### config.mk
export PLATFORM = sky130hd
export DESIGN_NAME = mem_port_arbiter
export DESIGN_NICKNAME = d
export VERILOG_FILES = /design/src/rtl/mem_port_arbiter_pkg.sv /design/src/rtl/mem_port_arbiter_streak.sv /design/src/rtl/mem_port_arbiter.sv
export SDC_FILE = /design/constraint.sdc
export NUM_CORES = 1
export LEC_CHECK = 0
export ABC_AREA = 1
export BUFFER_PORTS_ARGS = -buffer_cell sky130_fd_sc_hd__buf_2
export CAP_MARGIN = 20
export CORE_MARGIN = 2
export CORE_UTILIZATION = 47
export CTS_CLUSTER_DIAMETER = 50
export DETAILED_ROUTE_END_ITERATION = 10
export PLACE_DENSITY = 0.84
export SETUP_SLACK_MARGIN = 0.4
export SYNTH_ARGS = -nofsm -noshare
export SYNTH_HDL_FRONTEND = slang
export SYNTH_SLANG_ARGS = --single-unit
### constraint.sdc
create_clock -name clk -period 2.37 [get_ports clk]
set_input_delay 0.1185 -clock clk [delete_from_list [all_inputs] [get_ports clk]]
set_output_delay 0.1185 -clock clk [all_outputs]
set_load 0.005 [all_outputs]
### src/rtl/mem_port_arbiter_pkg.sv
// Shared definitions for the fetch/EX memory-port arbiter: FSM state encoding,
// parameter defaults and counter widths.
package mem_port_arbiter_pkg;

    typedef enum logic [1:0] {
        ST_IDLE    = 2'd0,
        ST_WAIT_IF = 2'd1,
        ST_WAIT_EX = 2'd2
    } arb_state_t;

    localparam int unsigned DEF_RD_LATENCY    = 1;
    localparam int unsigned DEF_MAX_EX_STREAK = 4;

    localparam int unsigned LAT_W    = 3;
    localparam int unsigned STREAK_W = 4;

    function automatic logic any_lane(input logic [3:0] en);
        return |en;
    endfunction

endpackage

### src/rtl/mem_port_arbiter_streak.sv
// Saturating count of EX grants taken while fetch waits, plus the decision
// that forces the next grant to fetch once the streak limit is reached.
module arb_streak_ctr
    import mem_port_arbiter_pkg::*;
#(
    parameter int unsigned MAX_EX_STREAK = DEF_MAX_EX_STREAK
) (
    input  logic clk,
    input  logic rst,
    input  logic if_req,
    input  logic ex_take,
    input  logic if_take,
    output logic if_override
);

    localparam logic [STREAK_W-1:0] STREAK_LIMIT = STREAK_W'(MAX_EX_STREAK);

    logic [STREAK_W-1:0] ex_streak;

    always_ff @(posedge clk) begin
        if (rst) begin
            ex_streak <= '0;
        end else if (!if_req || if_take) begin
            ex_streak <= '0;
        end else if (ex_take && (ex_streak != '1)) begin
            ex_streak <= ex_streak + 1'b1;
        end
    end

    always_comb begin
        if_override = if_req && (ex_streak == STREAK_LIMIT);
    end

endmodule

### src/rtl/mem_port_arbiter.sv
// Single memory port shared by fetch and EX load/store: one registered command
// at a time, read data routed back to its owner, fetch responses killed on flush.
module mem_port_arbiter
    import mem_port_arbiter_pkg::*;
#(
    parameter int unsigned RD_LATENCY    = DEF_RD_LATENCY,
    parameter int unsigned MAX_EX_STREAK = DEF_MAX_EX_STREAK
) (
    input  logic        clk,
    input  logic        rst,
    input  logic        if_req,
    input  logic [31:0] if_addr,
    input  logic        if_flush,
    output logic        if_gnt,
    output logic        if_rvld,
    output logic [31:0] if_rdata,
    input  logic [3:0]  ex_rden,
    input  logic [3:0]  ex_wren,
    input  logic [31:0] ex_addr,
    input  logic [31:0] ex_wrdata,
    output logic        ex_gnt,
    output logic        ex_rvld,
    output logic [31:0] ex_rdata,
    output logic [31:0] mem_addr,
    output logic [3:0]  mem_rden,
    output logic [3:0]  mem_wren,
    output logic [31:0] mem_wrdata,
    input  logic [31:0] mem_rdata,
    output logic        busy,
    output logic        error
);

    localparam logic [LAT_W-1:0] LAT_LAST = LAT_W'(RD_LATENCY);

    arb_state_t       state, state_nxt;
    logic [LAT_W-1:0] lat_cnt, lat_nxt;
    logic             flushed, flushed_nxt;

    logic ex_rd_req, ex_wr_req, ex_conflict, ex_req;
    logic if_override;
    logic grant_ex, grant_if;
    logic capture_if, capture_ex, drop_if;
    logic err_set;
    logic lat_done;

    always_comb begin
        ex_rd_req   = any_lane(ex_rden);
        ex_wr_req   = any_lane(ex_wren);
        ex_conflict = ex_rd_req && ex_wr_req;
        ex_req      = (ex_rd_req || ex_wr_req) && !ex_conflict;
        lat_done    = (lat_cnt == LAT_LAST);
    end

    arb_streak_ctr #(
        .MAX_EX_STREAK(MAX_EX_STREAK)
    ) u_streak (
        .clk        (clk),
        .rst        (rst),
        .if_req     (if_req),
        .ex_take    (grant_ex),
        .if_take    (grant_if),
        .if_override(if_override)
    );

    always_ff @(posedge clk) begin
        if (rst) begin
            state   <= ST_IDLE;
            lat_cnt <= '0;
            flushed <= 1'b0;
        end else begin
            state   <= state_nxt;
            lat_cnt <= lat_nxt;
            flushed <= flushed_nxt;
        end
    end

    // Stores never leave IDLE, so a store grant cycle can already arbitrate again.
    always_comb begin
        state_nxt   = state;
        lat_nxt     = lat_cnt;
        flushed_nxt = flushed;
        grant_ex    = 1'b0;
        grant_if    = 1'b0;
        capture_if  = 1'b0;
        capture_ex  = 1'b0;
        drop_if     = 1'b0;
        err_set     = 1'b0;
        unique case (state)
            ST_IDLE: begin
                err_set     = ex_conflict;
                grant_ex    = ex_req && !if_override;
                grant_if    = if_req && !grant_ex;
                lat_nxt     = '0;
                flushed_nxt = 1'b0;
                if (grant_ex && ex_rd_req) begin
                    state_nxt = ST_WAIT_EX;
                end else if (grant_if) begin
                    state_nxt = ST_WAIT_IF;
                end
            end
            ST_WAIT_IF: begin
                flushed_nxt = flushed || if_flush;
                if (lat_done) begin
                    capture_if = 1'b1;
                    drop_if    = flushed || if_flush;
                    state_nxt  = ST_IDLE;
                    lat_nxt    = '0;
                end else begin
                    lat_nxt = lat_cnt + 1'b1;
                end
            end
            ST_WAIT_EX: begin
                if (lat_done) begin
                    capture_ex = 1'b1;
                    state_nxt  = ST_IDLE;
                    lat_nxt    = '0;
                end else begin
                    lat_nxt = lat_cnt + 1'b1;
                end
            end
            default: begin
                state_nxt = ST_IDLE;
            end
        endcase
    end

    always_ff @(posedge clk) begin
        if (rst) begin
            if_gnt     <= 1'b0;
            ex_gnt     <= 1'b0;
            mem_addr   <= '0;
            mem_rden   <= '0;
            mem_wren   <= '0;
            mem_wrdata <= '0;
            if_rvld    <= 1'b0;
            if_rdata   <= '0;
            ex_rvld    <= 1'b0;
            ex_rdata   <= '0;
            error      <= 1'b0;
        end else begin
            if_gnt <= grant_if;
            ex_gnt <= grant_ex;
            if (grant_ex) begin
                mem_addr   <= ex_addr;
                mem_rden   <= ex_rden;
                mem_wren   <= ex_wren;
                mem_wrdata <= ex_wrdata;
            end else if (grant_if) begin
                mem_addr   <= if_addr;
                mem_rden   <= '1;
                mem_wren   <= '0;
                mem_wrdata <= '0;
            end else begin
                mem_addr   <= '0;
                mem_rden   <= '0;
                mem_wren   <= '0;
                mem_wrdata <= '0;
            end
            if_rvld <= capture_if && !drop_if;
            if (capture_if && !drop_if) begin
                if_rdata <= mem_rdata;
            end
            ex_rvld <= capture_ex;
            if (capture_ex) begin
                ex_rdata <= mem_rdata;
            end
            error <= error || err_set;
        end
    end

    always_comb begin
        busy = (state != ST_IDLE);
    end

endmodule

==> impl_metrics.ini <==
[outcome]
status = completed

[hold_path]
hold_path_depth = 5
min_to = if_rvld
hold_path_class = in -> reg
holdCritStartpoint = if_flush

[timing]
fin_crit_sh = 0.808
maxSlewHeadroom = 0.594
final.setup.tns_ps = 0
slew_violations = 0
rsz0062_at_grt = true
finClkSkew_ps = 8.90
finalSetupViolations = 0
finalHoldViolCount = 0
min_period_ps = 1920
fin_hold_ws_ps = 199
fin_ws_ps = 454
fmaxAchievable_mhz = 522
tightest_slew_ps = 607

[setup_path]
crit_type = reg -> reg
reg2reg_to = ex_rdata[19]
critPathMaxFanout = 32
cp.arrival_ps = 2310
r2r.worst_path.cells = 6
critPathCaptureType = register
r2r-start = state[0]
start_kind = register
crit_required_ps = 2760
reg2reg_slack_ps = 450

[detailed_routing]
vias = 6230
drtPass1Iterations = 6
ant_nets = 0
viasPerCell = 5.15
drt_iter0_markers = 552
wl_mm = 22.4
wl_per_cell_um = 18.5
drc = 0

[layout]
final_layout_size_suffix_gt1_frac = 0.305
final_cell_mix = buf_2, nor2_1, dfxtp_1
final_nets = 1203
area_growth_pct = 66.5
final_area_um2 = 8560
final_common_cell = buf_2

[yosys]
ys.warnings.count = 0
syn_nets = 786
yosysSeqAreaShare = 0.588
synthTopCellsByArea = dfxtp_1, nor2_1, nand2_1
synth_top_area_frac = 0.588
netlist_instances = 639
synth.distinct_cells = 27
synth.ff_latch_count = 151
synth_top_cell_by_area = dfxtp_1
netlist_area_um2 = 5140
postSynthAreaPerCell_um2 = 8.05

[placed_design]
placed_cell_area_um2 = 6600
gp_congestion = 0.807
numPortBuffers = 281
dp_slack_ps = 626
place_hpwl_mm = 10.7

[clock_network]
numCtsBuffers = 17
clk_latency_ps = 520
clockRootBuffer = clkbuf_8
cts_tree = built
cts_sinks = 151
cts_max_level = 4
cts_setup_buffers = 0
cts_buffer_depth = 2
cts.clk_slew.worst_paths_ps = 60

[global_routing]
grt_pass1_vias = 6287
grt_max_degree = 69
grt_first_pass_wirelength_mm = 33.6
grt-ovfl-total = 0
grtUsageTotal = 0.386
grt_antenna_before_repair = 3

[floorplanning]
num_io_pins = 282
die-area_um2 = 11800
dieHeight_um = 109
rows = 38
initial_core_util = 0.478
coreArea_um2 = 10700
fp.dieW_um = 109

[power_and_ir_drop]
ir_worst_vdd_v = 0.000598
power_leakage_uw = 0.00444
powerDensity_nw_per_um2 = 777

[flow_run]
maxCapViolCount = 0
==> timing repair <==
item	4_1_cts	5_1_grt
hold buffers	139	0
setup endpoints to repair	0	38
gates resized for setup	0	9
hold endpoints to repair	144	0
==> synth_stat cells <==
cell type	n
nand2_1	128
o21ai_0	67
nor2_1	178
dfxtp_1	151
a221oi_1	1
clkbuf_1	11
nand3_1	6
nor3b_1	2
inv_2	1
clkinv_1	1
ha_1	7
nor2_2	1
nand2_2	1
buf_4	3
inv_4	1
xor2_1	1
o21ai_1	1
buf_6	6
nand4_2	1
buf_1	1
buf_2	7
a21oi_1	6
nand2_4	2
nor3_2	1
or2_1	1
inv_1	52
nand4_1	1
==> critical path: stages, from the launching register on <==
cell,delay (ps)
dfxtp_1,360
inv_1,90
ha_1,200
nand2_1,130
clkinvlp_4,520
nor2_1,390
nor2_1,100
==> final cells by class <==
cell class / instances / area [um2]
Multi-Input combinational cell: 405 / 1740
Clock buffer: 23 / 477
Inverter: 55 / 225
Sequential cell: 151 / 3020
Timing Repair Buffer: 426 / 2840
Tap cell: 140 / 175
Clock inverter: 8 / 72.6
Fill cell: 603 / 2190
Antenna cell: 1 / 2.50
==> metrics by stage <==
step	power [uW]	utilization	cells
CTS	6530	0.795	1208
global route	6930	0.797	1209
floorplan	3420	-	639
global placement	3850	0.614	1038
finish	6650	0.797	1209
detailed placement	3880	0.614	1038
==> layer usage <==
layer / part of all wire / routed length (um) / global-route usage / up-vias
met4: 0.059 / 1310 / 0.268 / 2
met5: 0.00058 / 13 / 0.0491 / -
li1: - / - / - / 2783
met2: 0.48 / 10600 / 0.606 / 440
met1: 0.35 / 7780 / 0.394 / 2871
met3: 0.12 / 2620 / 0.198 / 134
==> worst max-delay path by stage <==
stage	start	endpoint	slack [ps]	depth (start not counted)
final	state[0]	ex_rdata[19]	450	6
after detailed placement	state[1]	if_rdata[15]	630	8
after CTS	state[1]	if_rdata[15]	610	8
after global placement	state[1]	if_rdata[15]	660	8
after global routing	state[0]	ex_rdata[19]	350	6
after floorplan	u_streak.ex_streak[0]	mem_addr[10]	940	12
==> cell families (layout without fill, tap and decap cells) <==
logic type      count (synthesis)  count (layout)  share of synthesized area
simple gates                  322             322                      0.246
flops                         151             151                      0.588
buf+inv                        83             512                     0.0737
other cells                     0               1                          0
compound gates                 75              75                     0.0737
xor+xnor                        1               1                    0.00170
fa+ha+maj                       7               7                     0.0170
==> sequential cells by signal, summed over array words and instances (netlist names), 2 cells and up <==
name,count
state,2
u_streak.ex_streak,4
ex_rdata,32
mem_addr,32
if_rdata,32
mem_wrdata,32
mem_wren,4
mem_rden,4
lat_cnt,3
==> where the power goes <==
part	total, uW	switching [uW]	internal, uW
registers	2890	112	2780
logic	1260	697	564
clock network	2500	1010	1490
total	6650	1820	4830
No activity file was read; power rests on OpenSTA's default activity.
